==> config.mk <==
export PLATFORM = sky130hd
export DESIGN_NAME = btn_edit_conditioner
export DESIGN_NICKNAME = d
export VERILOG_FILES = /design/src/rtl/btn_edit_conditioner_pkg.sv /design/src/rtl/btn_channel.sv /design/src/rtl/btn_edit_conditioner.sv
export SDC_FILE = /design/constraint.sdc
export NUM_CORES = 1
export LEC_CHECK = 0
export BUFFER_PORTS_ARGS = -buffer_cell sky130_fd_sc_hd__buf_2
export CORE_AREA = 5 5 78 80
export DETAILED_ROUTE_END_ITERATION = 8
export DIE_AREA = 0 0 83 85
export PLACE_DENSITY = 0.75
export RECOVER_POWER = 100
export SYNTH_ARGS = -nofsm -noshare
export SYNTH_HDL_FRONTEND = slang
export SYNTH_HIERARCHICAL = 1
export SYNTH_SLANG_ARGS = --single-unit
==> constraint.sdc <==
create_clock -name clk -period 3.4 [get_ports clk]
set_input_delay 0.34 -clock clk [delete_from_list [all_inputs] [get_ports clk]]
set_output_delay 0.34 -clock clk [all_outputs]
set_load 0.1 [all_outputs]
==> src/rtl/btn_edit_conditioner_pkg.sv <==
`default_nettype none
// ============================================================================
// Package  : alarm_btn_pkg
// Purpose  : Shared types and helpers for the edit-button conditioner.
// Revision : 1.0
// ============================================================================
package alarm_btn_pkg;

    // ST_HELD is the only non-idle state used when auto-repeat is compiled out.
    typedef enum logic [1:0] {
        ST_IDLE   = 2'd0,
        ST_DELAY  = 2'd1,
        ST_REPEAT = 2'd2,
        ST_HELD   = 2'd3
    } btn_state_t;

    function automatic int ms_to_cycles(input int clk_hz);
        return clk_hz / 1000;
    endfunction

    function automatic int ms_cnt_width(input int a, input int b, input int c, input int d);
        int m;
        m = a;
        if (b > m) m = b;
        if (c > m) m = c;
        if (d > m) m = d;
        return (m < 1) ? 1 : $clog2(m + 1);
    endfunction

endpackage
`default_nettype wire

==> src/rtl/btn_channel.sv <==
`default_nettype none
// ============================================================================
// Module   : btn_channel
// Purpose  : One button: sync, debounce, press FSM and strobe stretcher.
//            Auto-repeat is built only when BTN_AUTOREPEAT_EN is defined.
// Revision : 1.0
// ============================================================================
module btn_channel
    import alarm_btn_pkg::*;
#(
    parameter int BTN_ACTIVE_LOW  = 1,
    parameter int DEBOUNCE_MS     = 20,
    parameter int STRETCH_MS      = 10,
    parameter int REPEAT_DELAY_MS = 500,
    parameter int REPEAT_RATE_MS  = 100
) (
    input  logic clk,
    input  logic reset,
    input  logic tick_i,
    input  logic btn_raw_i,
    output logic btn_edit_o,
    output logic btn_level_o
);

    localparam int c_CNT_W = ms_cnt_width(DEBOUNCE_MS, STRETCH_MS, REPEAT_DELAY_MS, REPEAT_RATE_MS);
    localparam logic [c_CNT_W-1:0] c_ONE     = c_CNT_W'(1);
    localparam logic [c_CNT_W-1:0] c_DEB     = c_CNT_W'(DEBOUNCE_MS);
    localparam logic [c_CNT_W-1:0] c_STRETCH = c_CNT_W'(STRETCH_MS);

    logic               w_pressed;
    logic               meta_q, sync_q, level_q;
    logic [c_CNT_W-1:0] deb_cnt_q, stretch_q;
    logic               w_toggle, w_fall, w_fire;
    btn_state_t         state_q, state_d;

    // Inverting ahead of the synchroniser keeps cleared flops meaning "released".
    assign w_pressed = (BTN_ACTIVE_LOW != 0) ? ~btn_raw_i : btn_raw_i;

    always_ff @(posedge clk or posedge reset) begin
        if (reset) begin
            meta_q <= 1'b0;
            sync_q <= 1'b0;
        end else begin
            meta_q <= w_pressed;
            sync_q <= meta_q;
        end
    end

    assign w_toggle = (sync_q != level_q) && tick_i && (deb_cnt_q == c_DEB);
    assign w_fall   = w_toggle && level_q;

    always_ff @(posedge clk or posedge reset) begin
        if (reset) begin
            deb_cnt_q <= '0;
            level_q   <= 1'b0;
        end else if (sync_q == level_q) begin
            deb_cnt_q <= '0;
        end else if (w_toggle) begin
            deb_cnt_q <= '0;
            level_q   <= ~level_q;
        end else if (tick_i) begin
            deb_cnt_q <= deb_cnt_q + c_ONE;
        end
    end

`ifdef BTN_AUTOREPEAT_EN
    localparam logic [c_CNT_W-1:0] c_DELAY = c_CNT_W'(REPEAT_DELAY_MS);
    localparam logic [c_CNT_W-1:0] c_RATE  = c_CNT_W'(REPEAT_RATE_MS);

    logic [c_CNT_W-1:0] rep_q, rep_d;

    always_comb begin
        state_d = state_q;
        rep_d   = rep_q;
        w_fire  = 1'b0;
        case (state_q)
            ST_IDLE: begin
                if (level_q) begin
                    w_fire  = 1'b1;
                    state_d = ST_DELAY;
                    rep_d   = c_DELAY;
                end
            end
            ST_DELAY, ST_REPEAT: begin
                // A release decided this cycle wins over a coincident repeat.
                if (!level_q || w_fall) begin
                    state_d = ST_IDLE;
                    rep_d   = '0;
                end else if (tick_i) begin
                    if (rep_q <= c_ONE) begin
                        w_fire  = 1'b1;
                        state_d = ST_REPEAT;
                        rep_d   = c_RATE;
                    end else begin
                        rep_d = rep_q - c_ONE;
                    end
                end
            end
            default: begin
                state_d = ST_IDLE;
                rep_d   = '0;
            end
        endcase
    end

    always_ff @(posedge clk or posedge reset) begin
        if (reset) begin
            state_q <= ST_IDLE;
            rep_q   <= '0;
        end else begin
            state_q <= state_d;
            rep_q   <= rep_d;
        end
    end
`else
    always_comb begin
        state_d = state_q;
        w_fire  = 1'b0;
        case (state_q)
            ST_IDLE: begin
                if (level_q) begin
                    w_fire  = 1'b1;
                    state_d = ST_HELD;
                end
            end
            ST_HELD: begin
                if (!level_q) state_d = ST_IDLE;
            end
            default: state_d = ST_IDLE;
        endcase
    end

    always_ff @(posedge clk or posedge reset) begin
        if (reset) state_q <= ST_IDLE;
        else       state_q <= state_d;
    end
`endif

    always_ff @(posedge clk or posedge reset) begin
        if (reset) begin
            stretch_q <= '0;
        end else if (w_fire) begin
            stretch_q <= c_STRETCH;
        end else if (tick_i && (stretch_q != '0)) begin
            stretch_q <= stretch_q - c_ONE;
        end
    end

    assign btn_edit_o  = (stretch_q != '0);
    assign btn_level_o = level_q;

endmodule
`default_nettype wire

==> src/rtl/btn_edit_conditioner.sv <==
`default_nettype none
// ============================================================================
// Module   : btn_edit_conditioner
// Purpose  : Edit-button front end: shared ms tick plus N_BTN channels.
//            Define BTN_AUTOREPEAT_EN to enable hold-to-repeat strobes.
// Revision : 1.0
// ============================================================================
module btn_edit_conditioner
    import alarm_btn_pkg::*;
#(
    parameter int CLK_HZ          = 50000000,
    parameter int N_BTN           = 2,
    parameter int BTN_ACTIVE_LOW  = 1,
    parameter int DEBOUNCE_MS     = 20,
    parameter int STRETCH_MS      = 10,
    parameter int REPEAT_DELAY_MS = 500,
    parameter int REPEAT_RATE_MS  = 100
) (
    input  logic             clk,
    input  logic             reset,
    input  logic [N_BTN-1:0] btn_raw,
    output logic [N_BTN-1:0] btn_edit,
    output logic [N_BTN-1:0] btn_level
);

    localparam int c_TICK_DIV = ms_to_cycles(CLK_HZ);
    localparam int c_PRE_W    = (c_TICK_DIV > 1) ? $clog2(c_TICK_DIV) : 1;
    localparam logic [c_PRE_W-1:0] c_PRE_LAST = c_PRE_W'(c_TICK_DIV - 1);
    localparam logic [c_PRE_W-1:0] c_PRE_ONE  = c_PRE_W'(1);

    if (c_TICK_DIV < 1) begin : g_chk_clk
        $error("CLK_HZ must be at least 1000");
    end
    if (DEBOUNCE_MS <= 0 || STRETCH_MS <= 0) begin : g_chk_ms
        $error("DEBOUNCE_MS and STRETCH_MS must be non-zero");
    end
`ifdef BTN_AUTOREPEAT_EN
    if (REPEAT_DELAY_MS <= 0 || REPEAT_RATE_MS <= 0 || STRETCH_MS >= REPEAT_RATE_MS) begin : g_chk_rep
        $error("repeat timing must be non-zero and longer than STRETCH_MS");
    end
`endif

    logic [c_PRE_W-1:0] pre_q;
    logic               w_tick;

    assign w_tick = (pre_q == c_PRE_LAST);

    always_ff @(posedge clk or posedge reset) begin
        if (reset)       pre_q <= '0;
        else if (w_tick) pre_q <= '0;
        else             pre_q <= pre_q + c_PRE_ONE;
    end

    for (genvar i = 0; i < N_BTN; i++) begin : g_chan
        btn_channel #(
            .BTN_ACTIVE_LOW (BTN_ACTIVE_LOW),
            .DEBOUNCE_MS    (DEBOUNCE_MS),
            .STRETCH_MS     (STRETCH_MS),
            .REPEAT_DELAY_MS(REPEAT_DELAY_MS),
            .REPEAT_RATE_MS (REPEAT_RATE_MS)
        ) u_chan (
            .clk        (clk),
            .reset      (reset),
            .tick_i     (w_tick),
            .btn_raw_i  (btn_raw[i]),
            .btn_edit_o (btn_edit[i]),
            .btn_level_o(btn_level[i])
        );
    end

endmodule
`default_nettype wire
# After elaboration in Yosys (flattened, before gate mapping)
# Cells that the tools add are included.
totals:
  regBits: 62
  output_inout_bits: 4
  word_cells: 76
  in_bits: 4
op_classes:
  n_eq_ne: 13
  n_reduce_logical: 18
  bitwise_logic: 6
  add_sub_neg: 5
  muxes: 21
op_table:
  columns: ["operator", "count"]
  rows:
  - ["$mux 9", 10]
  - ["$add 9x1->9 const B", 2]
  - ["$eq 9x5->1 const B", 2]
  - ["$reduce_bool 9->1", 2]
  - ["$sub 9x1->9 const B", 2]
  - ["$add 16x1->16 const B", 1]
  - ["$eq 16x16->1 const B", 1]
  - ["$mux 16", 1]
  - ["$mux 2", 4]
  - ["$pmux 2 s2", 2]
  - ["$reduce_and 2->1", 4]
  - ["$logic_and 1x1->1", 6]
  - ["$not 1->1", 6]
  - ["$reduce_bool 3->1", 2]
  - ["$eq 2x2->1 const B", 2]
  - ["$logic_not 2->1", 2]
  - ["$mux 1", 4]
  - ["$ne 2x1->1 const B", 2]
  - ["$ne 2x2->1 const B", 2]
  - ["$reduce_bool 2->1", 2]
  - ["$eq 1x1->1", 2]
  - ["$ne 1x1->1", 2]

# Depth between registers and ports, before layout
logic_depth:
  depth_word: 5
  mapped_depth: 9
  ltp_nobuf: 7

# Hierarchy
# The synthesis kept the hierarchy.
by_module_without_submodules:
  columns: ["module", "area_each_um2", "cells_per_inst", "instances"]
  rows:
  - ["btn_channel at g_chan[0].u_chan", 1163.6, 121, 1]
  - ["btn_channel at g_chan[1].u_chan", 1146.1, 118, 1]
  - ["btn_edit_conditioner", 757.0, 68, 1]

# Worst setup path after synthesis
# Ideal clock, no wire load.
synth_timing:
  path_type: "reg2reg"
  startpoint: "register pre_q[4]"
  endpoint: "register g_chan[1].u_chan.stretch_q[5]"
  period_less_slack_ns: 2.900
  path_stages_with_launch: 7
  slack_ns: 0.500
  required_ns: 3.323
  setup_time_ns: 0.077
  arrival_time_ns: 2.823
  path_cell_list: "dfrtp_1 -> or4b_4 -> nor4_4 -> or4b_4 -> or3_1 -> or3_1 -> a21oi_1"
synth_via:
  elab_chain_len: 3
synth_lines:
  columns: ["element", "line_no", "rtl"]
  rows:
  - ["start: declaration", "btn_edit_conditioner.sv:43", "logic [c_PRE_W-1:0] pre_q;"]
  - ["start signal: assignment", "btn_edit_conditioner.sv:51", "else pre_q <= pre_q + c_PRE_ONE;"]
  - ["$eq 16x16->1", "btn_edit_conditioner.sv:46", "assign w_tick = (pre_q == c_PRE_LAST);"]
  - ["via w_tick", "btn_edit_conditioner.sv:44", "logic w_tick;"]
  - ["$logic_and 1x1->1", "btn_channel.sv:144", "end else if (tick_i && (stretch_q != '0)) begin"]
  - ["$reduce_bool 2->1 (no line)", null, null]
  - ["end signal: assignment", "btn_channel.sv:143", "stretch_q <= c_STRETCH;"]
  - ["end signal: assignment", "btn_channel.sv:145", "stretch_q <= stretch_q - c_ONE;"]
  - ["end: declaration", "btn_channel.sv:32", "logic [c_CNT_W-1:0] deb_cnt_q, stretch_q;"]
# The timed path passes the listed nets, and every way through them passes these cells.
# A chain may end at the register's enable or synchronous reset.

# Worst setup path after layout
layout_timing:
  startpoint: "register pre_q[4]"
  endpoint: "register g_chan[0].u_chan.stretch_q[7]"
layout_via:
  elab_chain_len: 3
layout_lines:
  columns: ["element", "line_no"]
  rows:
  - ["$eq 16x16->1", "btn_edit_conditioner.sv:46"]
  - ["via w_tick", "btn_edit_conditioner.sv:44"]
  - ["$logic_and 1x1->1", "btn_channel.sv:144"]
  - ["$reduce_bool 2->1 (no line)", null]
  - ["end signal: assignment", "btn_channel.sv:143"]
  - ["end signal: assignment", "btn_channel.sv:145"]
  - ["end: declaration", "btn_channel.sv:32"]
# The timed path passes the listed nets, and every way through them passes these cells.

==> reports/summary.txt <==
Outcome - finished clean
CTS Hold Bufs - 0
Longest Clk Path Bufs - 2
Detailed Routing Iterations Pass 1 - 4
DIE WIDTH - 83 um
Pre-CTS setup slack - 0.7056 ns
Starting Density - 57.45%
Placed cells - 382
Fmax - 352.0 MHz
Final global-route overflow total - 0
Hold slack - 0.07488 ns
Worst endpoint data arrival time - 3.05 ns
Drt total wl - 5.703 mm
Initial antenna violation count - 0
Reg area - 0.001501 mm^2
DR iter-0 viols - 74
Power Density - 389.0 mW/mm^2
Multi-input logic area - 0.001431 mm^2
Buffers on Ports - 7
Synthesized flop and latch total - 60
Fin crit share - 83.56%
Post-CTS setup buffer count - 0
Max FO, Critical Path - 25
Drt wl/cell - 14.33 um
Post-layout min period - 2.841 ns
Placer congestion estimate - 0.8179
Leak - 1.492 nW
Slew @ Worst Pin - 1.177 ns
Power, Total - 0.001287 W
Dominant cell type by area after synthesis - dfrtp_1
Pin count of the biggest net entering global routing - 26
Synth cell types - 50
Clock Skew - 0.009171 ns
Synth Instances - 307
First-pass GRT wire length - 10.14 mm
Avg Vias per Cell - 5.817
Layout fillers - 481
Slew Viols, Final - 0
Die height - 85 um
Gr usage total - 17.83%
Worst hold path type - primary input to asynchronous set/reset pin
Ranking of synthesized cells by area - dfrtp_1 (49%), nor2_1 (3.8%), ha_1 (3.7%)
Post-synth ARST share - 100.0%
Rel. slew slack - 21.88%
Register area share after synthesis - 48.96%
Post-synth EDFFs - 0
Share of layout cells above drive strength 1 - 10.12%
Max Cap Viol - 0
Worst Reg-to-Reg Cells - 7
N_diodes - 0
Syn_nets - 320
H-Tree Depth - 3
Final #Nets - 334
Max IR drop VDD - 0.0003094 V
Unrepaired setup endpoints after global routing - false
Critical Path Source Type - flop
Vias in the first global route - 2220
Synthesis-to-layout area growth - 7.915%
Vias - 2315
Final setup fails - 0
Fin worst setup slack - 0.5590 ns
Clock Root Buffer - clkbuf_8
Crit path kind - flop to flop
Num ports - 8
Drt drc - 0
Core area - 0.005338 mm^2
Area of the die - 0.007055 mm^2
CTS tree - done
Clk_lat worst skew - 0.34 ns
Rows - 27
Warnings, synthesis - 6
Worst endpoint required time - 3.61 ns
Non-Filler Instances - 398
Final Hold Viols - 0
Critical path capture point type - flop
Reg2Reg Setup Slack - 0.56 ns
Mapped Avg Cell Area - 9.989 um^2
Mapped cell area - 0.003067 mm^2
Routed Antenna Nets - 0
Share of the synthesized area in the top cell type - 48.96%
Clock-pin slew on the worst setup and hold paths - 0.07 ns
Setup TNS - 0 ns
Post-cts sizing count - 0
CTS Buf Count - 9
Clock Sinks - 60
Dpl hpwl - 3.945 mm
Synth Flop Type - dfrtp_1
## routing by layer
metal	GRT usage, %	share of wire [%]	vias up
li1	-	-	1134
met1	23.01	47	1127
met2	27.55	47	41
met3	4.854	4.1	13
met4	9.361	2.2	0
met5	0	0	-
## power breakdown
part           switching [W]  total [W]  leakage (nW)  internal [W]
clock network       0.000287   0.000546        0.0848      0.000259
logic              0.0000196  0.0000238         0.593    0.00000425
registers         0.00000111   0.000717         0.815      0.000716
## placed cells by master, fill, tap and decap left out, types with 3 or more instances in the layout
| master | netlist | routed |
|---|---|---|
| a21oi_1 | 18 | 18 |
| a31oi_1 | 7 | 7 |
| and3_1 | 4 | 4 |
| clkbuf_1 | 3 | 6 |
| clkbuf_8 | 0 | 9 |
| clkinv_2 | 0 | 4 |
| dfrtp_1 | 60 | 60 |
| ha_1 | 9 | 9 |
| inv_1 | 19 | 19 |
| mux2_2 | 5 | 5 |
| mux2i_1 | 4 | 4 |
| nand2_1 | 26 | 26 |
| nand2b_1 | 3 | 3 |
| nand3_1 | 13 | 13 |
| nand4_1 | 10 | 10 |
| nor2_1 | 31 | 31 |
| nor3_1 | 4 | 4 |
| nor4_1 | 4 | 5 |
| o21ai_0 | 10 | 10 |
| o31ai_1 | 3 | 3 |
| or2_2 | 4 | 4 |
| or3_1 | 10 | 10 |
| or4b_1 | 0 | 3 |
| xnor2_1 | 11 | 11 |
| xor2_1 | 7 | 7 |
## logic make-up after synthesis
logic type / Yosys count / synth area share, %
AOI/OAI and AO/OA: 54 / 11.42
adders and majority gates: 9 / 3.672
buffers and inverters: 26 / 3.509
xor gates and xnor gates: 18 / 5.141
muxes: 9 / 3.141
and+or+nand+nor: 131 / 24.15
DFF: 60 / 48.96
## final timing paths
path                                          from                             to
setup reg to reg                          pre_q[4]  g_chan[0].u_chan/stretch_q[7]
min in group clk                        btn_raw[0]        g_chan[0].u_chan/meta_q
hold / removal                               reset                      pre_q[11]
hold reg to reg            g_chan[1].u_chan/meta_q        g_chan[1].u_chan/sync_q
max in group asynchronous                    reset  g_chan[0].u_chan/stretch_q[5]
setup / recovery                          pre_q[4]  g_chan[0].u_chan/stretch_q[7]
## layout make-up
cell class | instances | area share [%]
repair buffers | 10 | 1.437
flip-flops and latches | 60 | 45.37
multi-input cells | 221 | 43.25
clock buffers | 9 | 3.743
clock inverters | 7 | 1.323
inverters | 19 | 2.155
well taps | 72 | 2.722
## flip-flops by register name, summed over array words and instances, names as in the netlist
signal and cells:
g_chan.u_chan/sync_q 2, pre_q 16, g_chan.u_chan/stretch_q 18, g_chan.u_chan/meta_q 2, g_chan.u_chan/deb_cnt_q 18, g_chan.u_chan/state_q 2
g_chan.u_chan/btn_level_o 2
## cells in the mapped netlist, types with 3 or more instances
cell type  instances
xnor2_1           11
nand3_1           13
nor3_1             4
mux2_2             5
nor2_1            31
nand4_1           10
o21ai_0           10
mux2i_1            4
ha_1               9
or3_1             10
nand2_1           26
and3_1             4
a21oi_1           18
or2_2              4
a31oi_1            7
nand2b_1           3
o31ai_1            3
or4b_4             3
xor2_1             7
dfrtp_1           60
nor4_1             4
inv_1             19
clkbuf_1           3
## worst max-delay path, cell delays in order (launching register included)
cell,delay [ns]
dfrtp_1,0.43
or4b_1,0.52
nor4_1,0.36
buf_4,0.33
or4b_1,0.56
nor3_1,0.25
mux2i_1,0.21
nor2_1,0.05
## stage by stage
step	area (um^2)	utilization, %
after floorplan	3067	-
after global placement	3178	59.54
after detailed placement	3178	59.54
after CTS	3346	62.68
after global routing	3309	62.00
final	3309	62.00
Note: power is estimated with default switching activity, not from simulation.
